`src/rtl/io_arbiter.sv`:
```
// io_arbiter: two-requester (CPU, debug loader) arbiter onto a shared IO bus.
// One transaction in flight; IDLE -> ACCESS -> DONE. Ties alternate round-robin,
// with the CPU winning the first tie after reset.
//
// Ports:
//   clk, rst_n                    clock, async active-low reset
//   i_cpu_req/we/addr/wdata       CPU request (we: 1=write, 0=read)
//   o_cpu_rdata, o_cpu_ack        CPU read data, one-cycle completion pulse
//   i_dbg_req/we/addr/wdata       debug-loader request
//   o_dbg_rdata, o_dbg_ack        debug read data, one-cycle completion pulse
//   o_io_address/o_io_write_value shared bus address and write data
//   o_io_read_en/o_io_write_en    bus strobes, only during ACCESS
//   i_io_read_value, i_io_ready   peripheral read data and completion
//   o_bus_err                     one-cycle pulse with ack on timeout
//
// Optional feature: define IO_ARBITER_TIMEOUT_EN to terminate an ACCESS after
// TIMEOUT_CYCLES cycles without i_io_ready (reads then return 16'hFFFF).
module io_arbiter #(
  parameter int unsigned TIMEOUT_CYCLES = 15
) (
  input  logic        clk,
  input  logic        rst_n,
  input  logic        i_cpu_req,
  input  logic        i_cpu_we,
  input  logic [15:0] i_cpu_addr,
  input  logic [15:0] i_cpu_wdata,
  output logic [15:0] o_cpu_rdata,
  output logic        o_cpu_ack,
  input  logic        i_dbg_req,
  input  logic        i_dbg_we,
  input  logic [15:0] i_dbg_addr,
  input  logic [15:0] i_dbg_wdata,
  output logic [15:0] o_dbg_rdata,
  output logic        o_dbg_ack,
  output logic [15:0] o_io_address,
  output logic [15:0] o_io_write_value,
  output logic        o_io_read_en,
  output logic        o_io_write_en,
  input  logic [15:0] i_io_read_value,
  input  logic        i_io_ready,
  output logic        o_bus_err
);

  typedef enum logic [1:0] {StIdle, StAccess, StDone} state_e;

  state_e      r_state;
  state_e      w_state_next;
  logic        r_last_dbg;   // 1: debug port was granted last
  logic        r_grant_dbg;  // 1: current transaction belongs to the debug port
  logic        r_we;
  logic [15:0] r_io_address;
  logic [15:0] r_io_write_value;
  logic [15:0] r_cpu_rdata;
  logic [15:0] r_dbg_rdata;
  logic        w_pick_dbg;
  logic        w_timeout;

`ifdef IO_ARBITER_TIMEOUT_EN
  logic [7:0]  r_cnt;
  logic        r_timed_out;
`else
  logic        w_unused_timeout_cycles;
  assign w_unused_timeout_cycles = (TIMEOUT_CYCLES != 0);
`endif

  always_comb begin
    w_state_next = r_state;
    // Debug wins if alone, or on a tie when the CPU was granted last.
    w_pick_dbg   = i_dbg_req & (~i_cpu_req | ~r_last_dbg);
    w_timeout    = 1'b0;
`ifdef IO_ARBITER_TIMEOUT_EN
    w_timeout    = (r_cnt == 8'(TIMEOUT_CYCLES - 1)) & ~i_io_ready;
`endif
    case (r_state)
      StIdle:   if (i_cpu_req | i_dbg_req) w_state_next = StAccess;
      StAccess: if (i_io_ready | w_timeout) w_state_next = StDone;
      StDone:   w_state_next = StIdle;
      default:  w_state_next = StIdle;
    endcase
  end

  always_ff @(posedge clk or negedge rst_n) begin
    if (!rst_n) begin
      r_state          <= StIdle;
      r_last_dbg       <= 1'b1;
      r_grant_dbg      <= 1'b0;
      r_we             <= 1'b0;
      r_io_address     <= 16'h0000;
      r_io_write_value <= 16'h0000;
      r_cpu_rdata      <= 16'h0000;
      r_dbg_rdata      <= 16'h0000;
`ifdef IO_ARBITER_TIMEOUT_EN
      r_cnt            <= 8'h00;
      r_timed_out      <= 1'b0;
`endif
    end else begin
      r_state <= w_state_next;
      case (r_state)
        StIdle: begin
          if (i_cpu_req | i_dbg_req) begin
            r_grant_dbg      <= w_pick_dbg;
            r_we             <= w_pick_dbg ? i_dbg_we    : i_cpu_we;
            r_io_address     <= w_pick_dbg ? i_dbg_addr  : i_cpu_addr;
            r_io_write_value <= w_pick_dbg ? i_dbg_wdata : i_cpu_wdata;
`ifdef IO_ARBITER_TIMEOUT_EN
            r_cnt            <= 8'h00;
            r_timed_out      <= 1'b0;
`endif
          end
        end
        StAccess: begin
          if (i_io_ready) begin
            if (!r_we) begin
              if (r_grant_dbg) r_dbg_rdata <= i_io_read_value;
              else             r_cpu_rdata <= i_io_read_value;
            end
          end else if (w_timeout) begin
`ifdef IO_ARBITER_TIMEOUT_EN
            r_timed_out <= 1'b1;
`endif
            if (!r_we) begin
              if (r_grant_dbg) r_dbg_rdata <= 16'hFFFF;
              else             r_cpu_rdata <= 16'hFFFF;
            end
          end else begin
`ifdef IO_ARBITER_TIMEOUT_EN
            r_cnt <= r_cnt + 8'h01;
`endif
          end
        end
        StDone: r_last_dbg <= r_grant_dbg;
        default: ;
      endcase
    end
  end

  // Strobes decode straight from state so reset drops them asynchronously.
  assign o_io_read_en     = (r_state == StAccess) & ~r_we;
  assign o_io_write_en    = (r_state == StAccess) &  r_we;
  assign o_cpu_ack        = (r_state == StDone) & ~r_grant_dbg;
  assign o_dbg_ack        = (r_state == StDone) &  r_grant_dbg;
  assign o_io_address     = r_io_address;
  assign o_io_write_value = r_io_write_value;
  assign o_cpu_rdata      = r_cpu_rdata;
  assign o_dbg_rdata      = r_dbg_rdata;
`ifdef IO_ARBITER_TIMEOUT_EN
  assign o_bus_err        = (r_state == StDone) & r_timed_out;
`else
  assign o_bus_err        = 1'b0;
`endif

endmodule

```
`config.mk`:
```
export PLATFORM = sky130hd
export DESIGN_NAME = io_arbiter
export DESIGN_NICKNAME = d
export VERILOG_FILES = /design/src/rtl/io_arbiter.sv
export SDC_FILE = /design/constraint.sdc
export NUM_CORES = 1
export LEC_CHECK = 0
export ABC_AREA = 1
export BUFFER_PORTS_ARGS = -buffer_cell sky130_fd_sc_hd__buf_2
export CAP_MARGIN = 10
export CORE_ASPECT_RATIO = 1.5
export CORE_MARGIN = 2
export CORE_UTILIZATION = 42
export DETAILED_ROUTE_END_ITERATION = 7
export PLACE_DENSITY = 0.77
export RECOVER_POWER = 100
export SKIP_LAST_GASP = 1
export SLEW_MARGIN = 20
export SYNTH_ARGS = -nofsm -noshare
export SYNTH_HDL_FRONTEND = slang
export SYNTH_SLANG_ARGS = --single-unit
```
`constraint.sdc`:
```
create_clock -name clk -period 1.15 [get_ports clk]
set_input_delay 0.1725 -clock clk [delete_from_list [all_inputs] [get_ports clk]]
set_output_delay 0.1725 -clock clk [all_outputs]
set_load 0.03 [all_outputs]
```
==> results.yml, run 1 <==
timing:
  max_freq_ghz: 0.744
  relSlewSlack_pct: 58.6
  finalSetupViolCount: 71
  finalMaxSlewViolations: 0
  setup_tns_ns: -7.87
  hold_slack_ns: 0.0656
  finalWorstPathRequiredPeriod_ns: 1.34
  period_share_pct: 117
  finalClockSkew_ns: 0.00347
  rsz0062_at_grt: "yes"
  final-hold-violation-count: 0
  layout_setup_ws_ns: -0.194
  worst_slew_pin_slew_ns: 0.621
finish:
  most-common-layout-cells: "nand2_1, buf_2, nand3_1"
  syn_to_final_growth_pct: 49.1
  drive_gt1_share_pct: 39.8
  nets: 707
  final_core_util_pct: 63.9
  layout_commonest_cell: "nand2_1"
  diodes: 0
  fillers: 715
  multi_input_area_um2: 1420
  seqCellArea_um2: 1730
floorplan:
  die_h_um: 114
  dieWidth_um: 77.4
  die_area_um2: 8830
  row_count: 40
  start_util_pct: 42.9
  io_pins: 156
  core_um2: 7910
min_path:
  whs_path_depth: 3
  hp-class: "primary input to register"
worst_setup_path:
  cp-start-kind: "register"
  critPathKind: "register to primary output"
  cpPeakStageDelay_ns: 0.44
  worstPathArrival_ns: 1.17
  r2r_cells: 8
  cp_max_fo: 4
  cp.required_ns: 0.98
  critPathSlowestCell: "dfrtp_2"
  cp-end-kind: "primary output"
  crit_chain: "inv_2, nand2_4, nor2_4, buf_6"
placement:
  hpwl_um: 6400
  place_congestion: 0.825
  pre_cts_slack_ns: -0.0468
  numPortBuffers: 154
global_routing:
  antenna_found_initial: 0
  grt_usage_pct: 21.0
  grt_pass1_vias: 3342
  grt_max_degree: 70
  grt_pass1_wl_um: 14800
  grt-ovfl-total: 0
power:
  p_per_area_nw_per_um2: 2940
  leakagePower_nw: 3.04
  p_total_w: 0.0148
  peakVddDrop_uv: 1310
clocking:
  h-tree-depth: 3
  cts.sinks: 69
  clk_latency_ns: 0.32
  clk_pin_slew_worst_paths_ns: 0.05
  cts_made_buffers: 9
  root_buffer: "clkbuf_16"
  cts_tree: "built"
  cts_buffer_depth: 2
detailed_routing:
  drc: 0
  ant_nets: 0
  avgRoutedWirePerCell_um: 12.8
  dr.pass1.iters: 4
  vias: 3444
  vias_per_cell: 4.72
  drt_wl_total_um: 9370
  drt_iter0_markers: 144
synth:
  synth_seq_area_share_pct: 50.9
  syn_inst: 449
  synth.avg_cell_area_um2: 7.55
  synth_top_area_share_pct: 50.2
  synth_area_leaders: "dfrtp_1, nand2_1, nand3_1"
  yosysWarnings: 0
  syn_area_um2: 3390
  synth_cell_types: 19
  syn_nets: 536
  yosys.area.top_type: "dfrtp_1"
  ys_seq_elements: 69
outcome:
  run_status: "finished, violations left"
  violations: "setup timing"
job:
  maxCapViolations: 0
synthesized netlist by cell type:
cell,n
nor2_2,1
nand2_4,2
nand2_2,2
nor2_1,6
o21ai_0,3
o21ai_4,1
dfrtp_1,68
nand2_1,185
nand3_1,82
buf_2,3
dfstp_2,1
buf_6,6
conb_1,1
clkbuf_1,6
inv_2,2
buf_4,7
nor2_4,2
nand3_2,1
inv_1,70
per-layer routing:
metal | GRT usage, % | up-vias | routed length [um]
met4 | 9.76 | 0 | 192
met5 | 0 | - | 0
li1 | - | 1697 | -
met3 | 3.86 | 16 | 450
met2 | 38.2 | 114 | 5070
met1 | 23.7 | 1617 | 3660
flip-flops by register name (all words and copies together), names as in the netlist:
| signal | cells |
|---|---|
| r_state | 2 |
| o_dbg_rdata | 16 |
| r_we | 1 |
| o_cpu_rdata | 16 |
| o_io_write_value | 16 |
| r_last_dbg | 1 |
| o_io_address | 16 |
| r_grant_dbg | 1 |
metrics by stage:
step | area (um2) | instances
final | 5060 | 730
after global routing | 5060 | 730
after CTS | 4830 | 725
after detailed placement | 4320 | 701
after global placement | 4320 | 701
after floorplan | 3390 | 449
repair_timing:
| action | CTS | global route |
|---|---|---|
| endpoints found under the setup margin | 38 | 70 |
| hold buffers | 1 | 0 |
| resized for setup | 12 | 57 |
| buffers inserted | 5 | 3 |
| endpoints found under the hold margin | 68 | 0 |
| cloned | 2 | 3 |
| pin swaps | 3 | 30 |
cell families after synthesis:
| family | Yosys count | synth area share, % |
|---|---|---|
| simple gates | 281 | 35.4 |
| other cells | 1 | 0.111 |
| compound gates | 4 | 0.922 |
| buf+inv | 94 | 12.6 |
| flops | 69 | 50.9 |
final timing paths:
| kind | from | to | slack [ns] |
|---|---|---|---|
| max in group asynchronous | rst_n | r_grant_dbg | 0.21 |
| min reg2reg | o_cpu_rdata[8] | o_cpu_rdata[8] | 0.47 |
| max | r_state[0] | o_cpu_ack | -0.19 |
| max reg2reg | r_state[1] | o_io_write_value[12] | -0.19 |
| min | i_io_read_value[3] | o_dbg_rdata[3] | 0.07 |
| min in group asynchronous | rst_n | o_dbg_rdata[0] | 0.46 |
power breakdown:
group          leakage [nW]  switching [W]  internal (W)
Combinational          2.02        0.00490       0.00250
Clock                 0.172       0.000961       0.00213
Sequential            0.848       0.000749       0.00361
cell type report:
cell class | count | area share, %
repair buffers | 181 | 22.9
multi-input cells | 287 | 28.0
clock inverters | 3 | 1.29
inverters | 72 | 5.39
flip-flops and latches | 69 | 34.2
clock buffers | 13 | 5.54
well taps | 105 | 2.60
critical path, delay by kind of cell (launching register included):
kind / cells / cell delay (ns)
simple gates: 2 / 0.17
buf+inv: 2 / 0.23
flops: 1 / 0.44
No activity file was read; power rests on OpenSTA's default activity.
==> run 2, diff against run 1 <==
Settings changed: CORE_UTILIZATION 42 to 47, PLACE_DENSITY 0.77 to 0.81.
Clock period 1.15 ns to 1.5 ns, I/O delays scaled along.
==> results.yml, run 2 (same netlist as run 1, synthesis figures left out) <==
detailed_routing:
  ant_nets: 0
  dr.pass1.iters: 4
  met3_length_um: 465
  dr.max_layer_used: "met4"
  wl_met2_um: 4630
  vias: 3328
  drt_wl_total_um: 8630
  avgRoutedWirePerCell_um: 12.6
  vias_per_cell: 4.85
  m1WireLength_um: 3460
  drt_iter0_markers: 125
  drc: 0
min_path:
  worstHoldStart: "i_io_read_value[13]"
  holdPathEnd: "o_dbg_rdata[13]"
  hp-class: "primary input to register"
  whs_path_depth: 3
finish:
  layout_commonest_cell: "nand2_1"
  multi_input_area_um2: 1230
  diodes: 0
  most-common-layout-cells: "nand2_1, buf_2, nand3_1"
  final_core_util_pct: 62.0
  seqCellArea_um2: 1730
  drive_gt1_share_pct: 20.9
  syn_to_final_growth_pct: 27.0
  nets: 690
  layout.cells.non_filler: 686
  fillers: 676
global_routing:
  grt-ovfl-total: 0
  grt_pass1_wl_um: 14200
  grt_usage_pct: 22.9
  antenna_found_initial: 0
  grt_max_degree: 70
  grt_pass1_vias: 3243
placement:
  place_congestion: 0.859
  place_inst: 667
  hpwl_um: 6340
  numPortBuffers: 154
floorplan:
  die_h_um: 108
  start_util_pct: 48.8
  io_pins: 156
  core_um2: 6940
  die_area_um2: 7930
  row_count: 37
  dieWidth_um: 73.4
clocking:
  cts_buffer_depth: 2
  clk_pin_slew_worst_paths_ns: 0.07
  cts.sinks: 69
  cts_made_buffers: 9
  clk_latency_ns: 0.33
  cts_tree: "built"
  h-tree-depth: 3
  root_buffer: "clkbuf_8"
timing:
  finalSetupViolCount: 0
  worst_slew_pin_slew_ns: 0.937
  final-hold-violation-count: 0
  relSlewSlack_pct: 37.5
  setup_tns_ns: 0
  rsz0062_at_grt: "yes"
  max_freq_ghz: 0.705
  finalClockSkew_ns: 0.00964
  period_share_pct: 94.6
  finalMaxSlewViolations: 0
  finalWorstPathRequiredPeriod_ns: 1.42
worst_setup_path:
  r2r_cells: 5
  r2r_slack_ns: 0.10
  cp.required_ns: 1.27
  crit_path_start: "r_state[0]"
  cp_max_fo: 4
  cp-end-kind: "primary output"
  cp-start-kind: "register"
  rr_endpoint: "r_grant_dbg"
  worstPathArrival_ns: 1.19
  reg2reg_from: "r_state[0]"
  critPathKind: "register to primary output"
power:
  peakVddDrop_uv: 1120
  leakagePower_nw: 2.56
  p_total_w: 0.00930
  p_per_area_nw_per_um2: 2160
job:
  maxCapViolations: 0
outcome:
  run_status: "finished clean"
[run 2: cell count changes in the layout (fill, tap and decap cells not counted), moves of 9 or more]
cell,change
nand2_1,+23
nand2_2,-15
clkbuf_1,+65
clkbuf_2,-64
clkbuf_16,-12
buf_6,-9
[run 2: report_power, final]
group          total [W]  internal, W  switching (W)
sequential       0.00333      0.00276       0.000570
clock            0.00135     0.000683       0.000664
combinational    0.00463      0.00119        0.00344
[run 2: worst max-delay path by stage]
stage                       to  depth (start not counted)
floorplan            o_cpu_ack                          3
global placement    r_state[0]                          3
detailed placement  r_state[0]                          3
CTS                  o_dbg_ack                          4
global route         o_cpu_ack                          4
finish               o_dbg_ack                          4
[run 2: routing by layer]
metal / vias to the layer above / GRT usage (%)
met5: - / 0
met1: 1543 / 27.3
met2: 119 / 40.5
li1: 1662 / -
met4: 0 / 10.4
met3: 4 / 2.52
[run 2: repair_timing]
action                                  4_1_cts  5_1_grt
endpoints found under the setup margin        0        3
gates resized for setup                       0        5
hold endpoints to repair                     68        0
hold buffers                                  1        0
buffers inserted                              0        2
[run 2: through the flow]
| stage | setup WS [ns] | cell area (um2) | hold WS, ns |
|---|---|---|---|
| 5_1_grt | -0.0136 | 4310 | 0.104 |
| 4_1_cts | 0.0266 | 4390 | 0.0943 |
| 3_5_place_dp | 0.000376 | 4200 | 0.274 |
| 6_report | 0.0815 | 4310 | 0.110 |
| 3_3_place_gp | 0.120 | 4200 | 0.272 |
| 2_1_floorplan | 0.323 | 3390 | -0.0706 |
[run 2: critical path: stages (launching register included)]
cell and delay (ns):
dfrtp_1 0.41, inv_1 0.09, nand2_1 0.09, nor2_1 0.11
buf_4 0.17
[run 2: area by class of cell]
class	count	share of cell area, %
Multi-Input combinational cell	286	28.5
Tap cell	78	2.27
Clock buffer	12	3.60
Clock inverter	4	0.523
Sequential cell	69	40.1
Timing Repair Buffer	165	18.8
Inverter	72	6.27
==> run 3, diff against run 2 <==
Settings changed: GPL_TIMING_DRIVEN set to 0.
==> results.yml, run 3 (same netlist as run 1, synthesis figures left out) <==
timing:
  setup_tns_ns: 0
  worst_slew_pin_slew_ns: 0.734
  hold_slack_ns: 0.0844
  finalSetupViolCount: 0
  finalMaxSlewViolations: 0
  finalClockSkew_ns: 0.00596
  rsz0062_at_grt: "no"
  final-hold-violation-count: 0
  relSlewSlack_pct: 51.0
  period_share_pct: 93.5
  max_freq_ghz: 0.713
  finalWorstPathRequiredPeriod_ns: 1.40
clocking:
  cts.sinks: 69
  cts_made_buffers: 9
  cts_buffer_depth: 2
  root_buffer: "clkbuf_8"
  clk_pin_slew_worst_paths_ns: 0.07
  clk_latency_ns: 0.34
  cts_tree: "built"
  h-tree-depth: 3
global_routing:
  grt_pass1_wl_um: 14000
  grt_usage_pct: 22.7
  grt-ovfl-total: 0
  grt_max_degree: 54
  antenna_found_initial: 0
  grt_pass1_vias: 3218
placement:
  place_inst: 681
  hpwl_um: 6300
  place_congestion: 0.840
  numPortBuffers: 153
  place_area_um2: 4290
outcome:
  run_status: "finished clean"
detailed_routing:
  drt_iter0_markers: 209
  vias: 3330
  dr.pass1.iters: 5
  drt_wl_total_um: 8480
  avgRoutedWirePerCell_um: 12.1
  drc: 0
  ant_nets: 0
  vias_per_cell: 4.76
finish:
  layout_commonest_cell: "nand2_1"
  most-common-layout-cells: "nand2_1, buf_2, nand3_1"
  fin_area_um2: 4470
  diodes: 0
  layout.cells.non_filler: 699
  syn_to_final_growth_pct: 31.6
  drive_gt1_share_pct: 21.6
  nets: 703
  final_core_util_pct: 64.3
worst_setup_path:
  cp-end-kind: "primary output"
  r2r_cells: 7
  cp_max_fo: 4
  cpPeakStageDelay_ns: 0.39
  path_delay_family: "flip-flops"
  critPathSlowestCell: "dfrtp_1"
  cp.depth: 4
  worstPathArrival_ns: 1.18
  cp-start-kind: "register"
  crit_chain: "inv_1, nand2_1, nor2_1, clkbuf_4"
  cp.required_ns: 1.27
  crit_buf_inv: 2
  critPathKind: "register to primary output"
power:
  p_per_area_nw_per_um2: 2210
  peakVddDrop_uv: 1040
  leakagePower_nw: 2.65
min_path:
  hp-class: "primary input to register"
  whs_path_depth: 2
floorplan:
  core_um2: 6940
  dieWidth_um: 73.4
  start_util_pct: 48.8
  io_pins: 156
  die_h_um: 108
  row_count: 37
  die_area_um2: 7930
job:
  maxCapViolations: 0
## run 3: per-layer routing
metal / part of all wire (%) / routed length (um) / up-vias / GRT usage [%]
li1: - / - / 1686 / -
met1: 40 / 3420 / 1498 / 25.9
met2: 51 / 4310 / 120 / 39.5
met3: 5.8 / 491 / 26 / 4.94
met4: 3.1 / 267 / 0 / 10.9
met5: 0 / 0 / - / 0
## run 3: where the power goes
part | internal, W | switching, W | total, W
clock | 0.00120 | 0.000702 | 0.00190
combinational | 0.00124 | 0.00347 | 0.00471
sequential | 0.00275 | 0.000508 | 0.00326
total | 0.00519 | 0.00468 | 0.00987
## run 3: worst paths after layout
path | start | end | slack, ns
setup / recovery | r_state[0] | o_cpu_ack | 0.1
hold / removal | i_io_ready | r_state[0] | 0.08
setup reg to reg | r_state[1] | o_cpu_rdata[7] | 0.16
hold reg to reg | o_dbg_rdata[9] | o_dbg_rdata[9] | 0.47
max in group asynchronous | rst_n | o_io_write_value[2] | 0.22
min in group asynchronous | rst_n | o_cpu_rdata[8] | 0.27
## run 3: per-stage QoR
| stage | worst slack (ns) | total power [W] |
|---|---|---|
| floorplan | 0.323 | 0.00668 |
| CTS | 0.0302 | 0.0101 |
| detailed placement | 0.179 | 0.00820 |
| finish | 0.0970 | 0.00987 |
| global placement | -0.123 | 0.00811 |
| global route | 0.00318 | 0.0106 |
## run 3: cell type report
cell class	count	area [um2]
Timing Repair Buffer	156	723
Inverter	72	270
Tap cell	78	97.6
Fill cell	667	2480
Buffer	22	158
Clock inverter	5	106
Multi-Input combinational cell	286	1230
Clock buffer	11	151
Sequential cell	69	1730
## run 3: timing repair
item                                   in CTS  in global routing
setup buffers                               0                  1
hold buffers                                1                  0
resized for setup                           0                  7
setup endpoints to repair                   0                  4
endpoints found under the hold margin      16                  0
